### config.mk
export PLATFORM = sky130hd
export DESIGN_NAME = bram_sp
export DESIGN_NICKNAME = d
export VERILOG_FILES = /design/src/rtl/bram_pkg.sv /design/src/rtl/bram_out_reg.sv /design/src/rtl/bram_sp.sv
export SDC_FILE = /design/constraint.sdc
export NUM_CORES = 1
export LEC_CHECK = 0
export ABC_AREA = 1
export CAP_MARGIN = 20
export CORE_MARGIN = 4
export CORE_UTILIZATION = 50
export CTS_CLUSTER_SIZE = 24
export DETAILED_ROUTE_END_ITERATION = 6
export HOLD_SLACK_MARGIN = 0.02
export PLACE_DENSITY_LB_ADDON = 0.12
export SYNTH_ARGS = -nofsm -noshare
export SYNTH_HDL_FRONTEND = slang
export SYNTH_SLANG_ARGS = --single-unit
### constraint.sdc
create_clock -name clka -period 1.4 [get_ports clka]
set_clock_uncertainty 0.2 [all_clocks]
set_input_delay 0.28 -clock clka [delete_from_list [all_inputs] [get_ports clka]]
set_output_delay 0.28 -clock clka [all_outputs]
set_load 0.005 [all_outputs]
### src/rtl/bram_pkg.sv
// Shared constants and write-mode decoding for the single-port block RAM family.
package bram_pkg;

  localparam int BRAM_DATA_WIDTH = 16;
  localparam int BRAM_ADDR_WIDTH = 4;

  typedef enum logic [1:0] {
    WM_WRITE_FIRST,
    WM_READ_FIRST,
    WM_NO_CHANGE,
    WM_INVALID
  } wmode_e;

  // Maps the user-facing mode string to the enum; unknown strings become WM_INVALID.
  function automatic wmode_e wmode_decode(input string mode);
    if (mode == "WRITE_FIRST") return WM_WRITE_FIRST;
    if (mode == "READ_FIRST")  return WM_READ_FIRST;
    if (mode == "NO_CHANGE")   return WM_NO_CHANGE;
    return WM_INVALID;
  endfunction

endpackage

### src/rtl/bram_out_reg.sv
// Optional second read-data pipeline stage; async clear, loads every cycle.
module bram_out_reg #(
  parameter int WIDTH = 16
) (
  input  logic             clk,
  input  logic             rst_n,
  input  logic [WIDTH-1:0] d,
  output logic [WIDTH-1:0] q
);

  always_ff @(posedge clk or negedge rst_n) begin
    if (!rst_n) q <= '0;
    else        q <= d;
  end

endmodule

### src/rtl/bram_sp.sv
// Single-port synchronous block RAM with selectable write mode and optional
// second output register. Reset clears the output path only, never the array.
module bram_sp
  import bram_pkg::*;
#(
  parameter int                    DATA_WIDTH = BRAM_DATA_WIDTH,
  parameter int                    ADDR_WIDTH = BRAM_ADDR_WIDTH,
  parameter string                 WRITE_MODE = "WRITE_FIRST",
  parameter int                    OUT_REG    = 0,
  parameter logic [DATA_WIDTH-1:0] INIT_VALUE = '0
) (
  input  logic                  clka,
  input  logic                  rsta_n,
  input  logic                  ena,
  input  logic                  wea,
  input  logic [ADDR_WIDTH-1:0] addra,
  input  logic [DATA_WIDTH-1:0] dina,
  output logic [DATA_WIDTH-1:0] douta
);

  localparam int     DEPTH = 1 << ADDR_WIDTH;
  localparam wmode_e WMODE = wmode_decode(WRITE_MODE);

  if (WMODE == WM_INVALID) begin : g_bad_mode
    $error("bram_sp: unsupported WRITE_MODE \"%s\"", WRITE_MODE);
  end

  // Assert asynchronously, release synchronously, so the output flops never
  // see a reset edge close to clka.
  logic [1:0] rst_sync;
  logic       rst_n_i;

  always_ff @(posedge clka or negedge rsta_n) begin
    if (!rsta_n) rst_sync <= '0;
    else         rst_sync <= {rst_sync[0], 1'b1};
  end

  assign rst_n_i = rst_sync[1];

  // No reset on the array so synthesis can map it onto block RAM.
  logic [DATA_WIDTH-1:0] mem [DEPTH] = '{default: INIT_VALUE};

  always_ff @(posedge clka) begin
    if (ena && wea) mem[addra] <= dina;
  end

  logic [DATA_WIDTH-1:0] dout_q;

  always_ff @(posedge clka or negedge rst_n_i) begin
    if (!rst_n_i) begin
      dout_q <= '0;
    end else if (ena) begin
      if (!wea) begin
        dout_q <= mem[addra];
      end else begin
        case (WMODE)
          WM_WRITE_FIRST: dout_q <= dina;
          WM_READ_FIRST:  dout_q <= mem[addra];
          default:        dout_q <= dout_q;
        endcase
      end
    end
  end

  if (OUT_REG != 0) begin : g_out_reg
    bram_out_reg #(
      .WIDTH (DATA_WIDTH)
    ) u_out_reg (
      .clk   (clka),
      .rst_n (rst_n_i),
      .d     (dout_q),
      .q     (douta)
    );
  end else begin : g_no_out_reg
    assign douta = dout_q;
  end

endmodule

## Word level (Yosys, flattened, before mapping)

Memories as Yosys holds them, arrays and structs flattened. A register that Yosys moved wholly into a read port is not among the register bits.
Index checks and enable logic that the tools add are counted.
W data, S select, Z words.

| word-level totals | value |
|---|---|
| output and inout bits | 16 |
| memory bits (writable) | 256 |
| register bits | 2 |
| memories | 1 |

Memories:

| name | depth | width | rd ports | clocked after Yosys merged registers in | write ports | line | text |
|---|---|---|---|---|---|---|---|
| mem | 16 | 16 | 1 | 1 | 1 | bram_sp.sv:41 | `logic [DATA_WIDTH-1:0] mem [DEPTH] = '{default: INIT_VALUE};` |

| cells by class | value |
|---|---|
| reduce and logical (&&, ||, !) cells | 2 |
| muxes and demuxes | 2 |

Operators by type and width:

| kind | count |
|---|---|
| $mux W1 | 2 |
| $logic_and A1 B1 Y1 | 1 |
| $logic_not A1 Y1 | 1 |

## Logic depth before layout (Yosys ltp)

Gate-level depths: netlist (run 1).

| logic depth | value |
|---|---|
| depth in word-level cells | 3 |
| gate-level depth with buffers | 12 |
| mapped depth without buffers | 9 |

## Worst setup path after synthesis (run 1)

OpenSTA, ideal clock, no wires.

| timing | value |
|---|---|
| path type | input port to flip-flop |
| start point | in addra[2] |
| end point | mem mem[4][0] in the netlist's numbering (enable) |
| setup time | 0.388 ns |
| arrival time | 1.631 ns |
| data required time | 0.812 ns |
| stages on the path | 5 |
| path slack | -0.820 ns |
| path buffers | 1 |
| cells stage by stage | inv_1 -> nor2_1 -> buf_2 -> inv_1 -> nor2_1 |

RTL lines:

| what | line | text |
|---|---|---|
| start: declaration | bram_sp.sv:16 | `input logic [ADDR_WIDTH-1:0] addra,` |
| end: declaration | bram_sp.sv:41 |  |

Straight into the memory's write port.

## Final worst setup path (run 1)

| timing | value |
|---|---|
| start point | reg dout_q[5], in the netlist douta[5], read port of mem |
| end point | out douta[5] |

RTL lines:

| what | line | text |
|---|---|---|
| start: declaration | bram_sp.sv:47 | `logic [DATA_WIDTH-1:0] dout_q;` |
| end: declaration | bram_sp.sv:18 | `output logic [DATA_WIDTH-1:0] douta` |

No word-level cell between the ends.

==> key figures, run 1 <==
Synthesis
  • Register bit count reported by yosys: 274
  • Dominant cells by area after synthesis: sky130_fd_sc_hd__edfxtp_1, sky130_fd_sc_hd__nand2_1, sky130_fd_sc_hd__dfrtp_1
  • Total number of yosys warnings: 0
  • Fraction of the mapped netlist area in compound gates: 2.38%
  • Net count after synthesis: 1078
  • Post-synthesis area per instance: 10.8 µm²
  • Post-synthesis share of cell area spent on xor and xnor gates: 0%
  • Dominant combinational cell family by area after synthesis: simple AND/OR/NAND/NOR gates
  • Largest area contributor in the netlist: sky130_fd_sc_hd__edfxtp_1
  • Adder-cell share of the synthesized area: 0%
  • Post-synth top area share: 67.8%
  • Number of standard cells after synthesis: 1054
  • Distinct cells, synth: 16
  • Post-synthesis instance area: 11300 µm²
  • Simple-gate area share of the yosys netlist: 23.0%
  • Part of the Yosys area used for sequential elements: 71.7%
  • Multiplexer share of the synthesized area: 0%

Global routing
  • Antenna violations before repair: 0
  • Global-route wire length before repair: 45.5 mm
  • Pin count of the biggest net entering global routing: 43
  • GRT overflow: 0
  • Vias in the first global route: 7781
  • Total global-route track usage: 24.3%

Setup path
  • Reg-to-Reg Start: mem[0][15]
  • Slowest stage cell, crit path: sky130_fd_sc_hd__dfrtp_1
  • Required time at the worst-slack endpoint: 920 ps
  • Capturing point of the worst reg2reg path: douta[15]
  • Slowest Stage Delay on Critical Path: 430 ps
  • CP top delay family: flip-flops
  • Critical path destination: douta[5]
  • CP max FO: 2
  • Worst setup path category: flop to primary output
  • Worst-case reg-to-reg path depth: 9
  • Count of buffer and inverter cells on the critical path: 1
  • Setup slack of the most critical reg-to-reg path: -50 ps
  • Cells along the critical path: buf_2
  • Number of cells on the critical path: 1
  • Type of element capturing the critical path: primary output
  • Data arrival time of the critical path: 1120 ps
  • Worst setup path startpoint: douta[5]
  • Critical path launch point type: flop

Pwr
  • Power density normalized to cell area: 1230 nW/µm²
  • Clock group share of total power: 39.5%
  • Internal power: 0.0139 W
  • Reported leakage power: 6.01 nW
  • Sequential power share: 51.3%
  • VDD IR-drop max: 1.02 mV
  • Fraction of power spent switching nets: 22.4%
  • Switching power summed over all nets: 0.00401 W
  • Fraction of power consumed by combinational cells: 9.2%

Floorplanning
  • Core region area: 22100 µm²
  • Area enclosed by the die boundary: 25200 µm²
  • Overall die height: 159 µm
  • Effective utilization at floorplan: 51.3%
  • Die Wd: 159 µm
  • Number of standard-cell rows in the floorplan: 54
  • I/O pin total: 40

Clock network
  • TritonCTS clock tree: yes
  • Clock slew seen by the registers of the worst setup and hold paths: 60 ps
  • Clock insertion delay at the later pin of the skew report: 540 ps
  • Clock sinks: 274
  • TritonCTS Buffers: 29
  • Clock root buffer master: sky130_fd_sc_hd__clkbuf_16
  • Max Root-Sink Buffers: 3
  • H-Tree Level Count: 1

Finish
  • Non-Filler Instances: 1496
  • Proportion of layout cells with a drive suffix above 1: 22.1%
  • Area of the multi-input gates: 3280 µm²
  • Number of diodes added for antenna fixing: 0
  • Leading cell types in the layout, fill and taps excluded: sky130_fd_sc_hd__nand2_1, sky130_fd_sc_hd__edfxtp_1, sky130_fd_sc_hd__buf_4
  • FF+latch area: 8140 µm²
  • Final cell utilization of the core: 65.9%
  • Filler instances: 1683
  • Net count of the finished layout: 1220
  • Area Growth Syn to Fin: 28.4%
  • Most common cell after layout, fill and taps aside: sky130_fd_sc_hd__nand2_1

Timing
  • Post-route worst setup slack: -204 ps
  • Max-slew headroom: 47.5%
  • Final min period: 1600 ps
  • Number of hold violations in the final report: 0
  • RSZ-0062 raised after global routing: yes
  • Number of setup violations in the final report: 20
  • Slew at the pin with the worst max-slew slack: 788 ps
  • Slew Viols, Final: 0
  • Post-route clock period utilization: 115%
  • Fmax: 624 MHz

Drt
  • Routed WL: 30.0 mm
  • 1st-iter DRT viols: 737
  • Avg WL per Cell: 20.1 µm
  • Via density: 5.39
  • Post-DRT Antenna Nets: 0
  • Via Count: 8061
  • Post-route DRC violation count: 0
  • Number of detailed-route iterations in the first pass: 5

Placement
  • Final weighted congestion of routability-driven global placement: 0.853
  • Placed insts: 1431
  • Dpl hpwl: 20.4 mm
  • I/O Buffers: 39

Flow run
  • Number of max-capacitance violations reported: 0

Hold path
  • Kind of path behind the tightest hold check: flop to asynchronous set/reset pin

Status
  • Violations in the final reports: setup timing
  • Status: complete, but fails checks
==> worst min-delay path by stage <==
stage | start | to | slack (ps) | cells after the start
after detailed placement | rst_sync[1] | douta[14] | 140 | 0
after CTS | rst_sync[1] | douta[11] | 150 | 0
after floorplan | rsta_n | rst_sync[0] | -220 | 0
after global routing | rst_sync[0] | rst_sync[1] | 160 | 0
final | rst_sync[1] | douta[4] | 130 | 0
after global placement | rst_sync[1] | douta[6] | 140 | 0
==> Yosys cell counts <==
master and n:
sky130_fd_sc_hd__clkbuf_1 11, sky130_fd_sc_hd__nor2_1 19, sky130_fd_sc_hd__buf_4 8, sky130_fd_sc_hd__o21ai_1 14, sky130_fd_sc_hd__o21bai_1 16, sky130_fd_sc_hd__inv_1 9
sky130_fd_sc_hd__nand3_1 85, sky130_fd_sc_hd__dfrtp_1 18, sky130_fd_sc_hd__nand2_1 563, sky130_fd_sc_hd__o21ai_0 16, sky130_fd_sc_hd__buf_2 23, sky130_fd_sc_hd__conb_1 1
sky130_fd_sc_hd__inv_2 2, sky130_fd_sc_hd__buf_1 11, sky130_fd_sc_hd__buf_6 2, sky130_fd_sc_hd__edfxtp_1 256
==> flip-flops by register name (all words and copies together), names as in the netlist <==
signal	cells
douta	16
rst_sync	2
mem	256
==> power groups by stage <==
| stage | registers (W) | clock network (W) | logic, W |
|---|---|---|---|
| global route | 0.00919 | 0.00759 | 0.00178 |
| floorplan | 0.00934 | 0 | 0.000705 |
| CTS | 0.00918 | 0.00721 | 0.00159 |
| global placement | 0.00935 | 0 | 0.00155 |
| finish | 0.00918 | 0.00708 | 0.00165 |
| detailed placement | 0.00935 | 0 | 0.00156 |
==> what timing repair did <==
item                                   CTS  global route
setup endpoints to repair              288            56
hold buffers                             1             0
resized for setup                       88            45
pin swaps                               19            67
setup buffers                           12             2
endpoints found under the hold margin    2             0
==> logic make-up after synthesis <==
| logic type | after synthesis |
|---|---|
| compound gates | 46 |
| buf+inv | 66 |
| flops | 274 |
| other cells | 1 |
| simple gates | 667 |
==> layout make-up <==
type	count	area share, %
repair buffers	166	12.7
clock buffers	35	5.14
flip-flops and latches	274	55.9
multi-input cells	714	22.6
well taps	280	2.41
clock inverters	16	0.851
inverters	11	0.498
==> per-stage QoR <==
stage | setup slack (ps) | instance area, µm² | total power [W] | TNS, ps | hold slack, ps
2_1_floorplan | -291 | 11600 | 0.0100 | -66800 | -216
3_3_place_gp | -782 | 13500 | 0.0109 | -222740 | 142
3_5_place_dp | -816 | 13500 | 0.0109 | -230020 | 137
4_1_cts | -201 | 14400 | 0.0180 | -2600 | 149
5_1_grt | -229 | 14600 | 0.0186 | -3490 | 162
6_report | -204 | 14600 | 0.0179 | -2370 | 126
==> layer usage <==
layer | GRT usage (%) | vias up | share of wire, %
met1 | 36.1 | 3883 | 43
met3 | 3.75 | 54 | 8.1
li1 | - | 3813 | -
met5 | 0 | - | 0
met2 | 37.7 | 311 | 46
met4 | 6.66 | 0 | 2.5
No activity file was read; power rests on OpenSTA's default activity.
==> run 2, diff against run 1 <==
Settings changed: CELL_PAD_IN_SITES_DETAIL_PLACEMENT from default to 0, CELL_PAD_IN_SITES_GLOBAL_PLACEMENT from default to 1, CTS_CLUSTER_SIZE 24 to default.
==> run 2 against run 1 <==
  * The run still ends with setup timing left
  * Critical path type unchanged
  * Global-route usage is 0.51 points higher
  * Largest cell class unchanged
  * Highest routed layer unchanged
  * Sequential share of layout area decreased by 1.5 points
  * Maximum frequency grew 4.2%
  * Combinational power rose by 4%
  * Die area is the same
==> key figures, run 2 (same netlist as run 1, synthesis figures left out) <==
Floorplanning
  • Effective utilization at floorplan: 51.3%
  • Die Wd: 159 µm
  • I/O pin total: 40
  • Area enclosed by the die boundary: 25200 µm²
  • Number of standard-cell rows in the floorplan: 54
  • Overall die height: 159 µm
  • Core region area: 22100 µm²

Pwr
  • Sequential power share: 49.1%
  • Fraction of power spent switching nets: 22.0%
  • Reported leakage power: 6.22 nW
  • Clock group share of total power: 41.6%
  • VDD IR-drop max: 0.959 mV
  • Internal power: 0.0145 W
  • Switching power summed over all nets: 0.00409 W
  • Fraction of power consumed by combinational cells: 9.2%
  • Power density normalized to cell area: 1240 nW/µm²

Global routing
  • Vias in the first global route: 7725
  • Global-route wire length before repair: 46.1 mm
  • Pin count of the biggest net entering global routing: 41
  • Antenna violations before repair: 0
  • Total global-route track usage: 24.8%
  • GRT overflow: 0

Timing
  • RSZ-0062 raised after global routing: yes
  • Post-route clock period utilization: 110%
  • Final min period: 1540 ps
  • Worst hold slack across all endpoints: 156 ps
  • Number of hold violations in the final report: 0
  • Post-route worst setup slack: -139 ps
  • Number of setup violations in the final report: 24
  • Fmax: 650 MHz
  • Slew Viols, Final: 0

Placement
  • Placed insts: 1439
  • Final weighted congestion of routability-driven global placement: 0.873
  • I/O Buffers: 39
  • Worst slack at placement: -798 ps
  • Dpl hpwl: 20.5 mm

Hold path
  • Worst hold stages: 0
  • Hold EP: rst_sync[1]
  • Origin of the worst min-delay path: rst_sync[0]
  • Kind of path behind the tightest hold check: flop to flop

Finish
  • Leading cell types in the layout, fill and taps excluded: sky130_fd_sc_hd__nand2_1, sky130_fd_sc_hd__edfxtp_1, sky130_fd_sc_hd__buf_4
  • Final cell utilization of the core: 67.7%
  • Number of diodes added for antenna fixing: 0
  • Register bank with the most flops: mem
  • Most common cell after layout, fill and taps aside: sky130_fd_sc_hd__nand2_1
  • Flip-flop count of the largest register after layout: 256
  • Proportion of layout cells with a drive suffix above 1: 24.4%
  • Non-Filler Instances: 1516
  • Area Growth Syn to Fin: 31.9%
  • Net count of the finished layout: 1238

Flow run
  • Number of max-capacitance violations reported: 0

Setup path
  • Required time at the worst-slack endpoint: 920 ps
  • Count of buffer and inverter cells on the critical path: 1
  • Worst-case reg-to-reg path depth: 9
  • Cells along the critical path: buf_2
  • Capturing point of the worst reg2reg path: douta[10]
  • CP max FO: 2
  • Slowest stage cell, crit path: sky130_fd_sc_hd__dfrtp_1
  • Data arrival time of the critical path: 1060 ps
  • Reg-to-Reg Start: mem[1][10]
  • Setup slack of the most critical reg-to-reg path: -70 ps
  • Critical path launch point type: flop
  • Type of element capturing the critical path: primary output
  • CP top delay family: flip-flops
  • Worst setup path category: flop to primary output
  • Slowest Stage Delay on Critical Path: 390 ps

Clock network
  • Clock root buffer master: sky130_fd_sc_hd__clkbuf_16
  • Clock insertion delay at the later pin of the skew report: 540 ps
  • Clock sinks: 274
  • Clock slew seen by the registers of the worst setup and hold paths: 60 ps
  • H-Tree Level Count: 1
  • Max Root-Sink Buffers: 3
  • TritonCTS Buffers: 28
  • TritonCTS clock tree: yes

Drt
  • Post-route DRC violation count: 0
  • Via density: 5.35
  • Via Count: 8109
  • Number of detailed-route iterations in the first pass: 5
  • Avg WL per Cell: 20.7 µm
  • Post-DRT Antenna Nets: 0
  • 1st-iter DRT viols: 728
  • Routed WL: 31.3 mm

Status
  • Violations in the final reports: setup timing
  • Status: complete, but fails checks
-- run 2: cell type report --
type | count | area [µm²]
Clock buffer | 35 | 758
Clock inverter | 17 | 210
Timing Repair Buffer | 185 | 2120
Inverter | 11 | 77.6
Tap cell | 280 | 350
Sequential cell | 274 | 8140
Multi-Input combinational cell | 714 | 3310
Fill cell | 1639 | 7130
-- run 2: worst max path at each step --
stage          startpoint           to  slack (ps)  cells after the start
6_report         douta[6]     douta[6]        -140                      1
5_1_grt          douta[6]     douta[6]        -170                      1
4_1_cts          douta[6]     douta[6]        -170                      1
3_5_place_dp     addra[3]  mem[11][13]        -800                      7
3_3_place_gp     addra[3]  mem[11][14]        -780                      7
2_1_floorplan    addra[0]    mem[0][0]        -290                      6
-- run 2: layer usage --
metal | wire (µm) | global-route usage, % | up-vias
li1 | - | - | 3859
met4 | 535 | 5.32 | 0
met2 | 14800 | 39.3 | 306
met1 | 13400 | 36.2 | 3906
met3 | 2520 | 4.54 | 38
met5 | 0 | 0 | -
-- run 2: power by group through the flow --
stage / Sequential, W / Clock (W) / Combinational, W
final: 0.00916 / 0.00776 / 0.00172
after global routing: 0.00916 / 0.00822 / 0.00186
after CTS: 0.00916 / 0.00788 / 0.00160
after detailed placement: 0.00933 / 0 / 0.00160
after global placement: 0.00933 / 0 / 0.00160
after floorplan: 0.00934 / 0 / 0.000705
-- run 2: timing repair --
| action | 4_1_cts | 5_1_grt |
|---|---|---|
| endpoints found under the setup margin | 288 | 200 |
| buffers inserted | 14 | 5 |
| cloned | 3 | 3 |
| hold buffers | 2 | 0 |
| endpoints found under the hold margin | 18 | 0 |
| pin swaps | 21 | 85 |
| gates resized for setup | 89 | 62 |
-- run 2: per-stage QoR --
step,total power (W),setup TNS (ps),cell area (µm²)
final,0.0186,-2140,15000
after global routing,0.0192,-3630,15000
after CTS,0.0186,-2500,14700
after detailed placement,0.0109,-214320,13500
after global placement,0.0109,-210390,13500
after floorplan,0.0100,-66800,11600
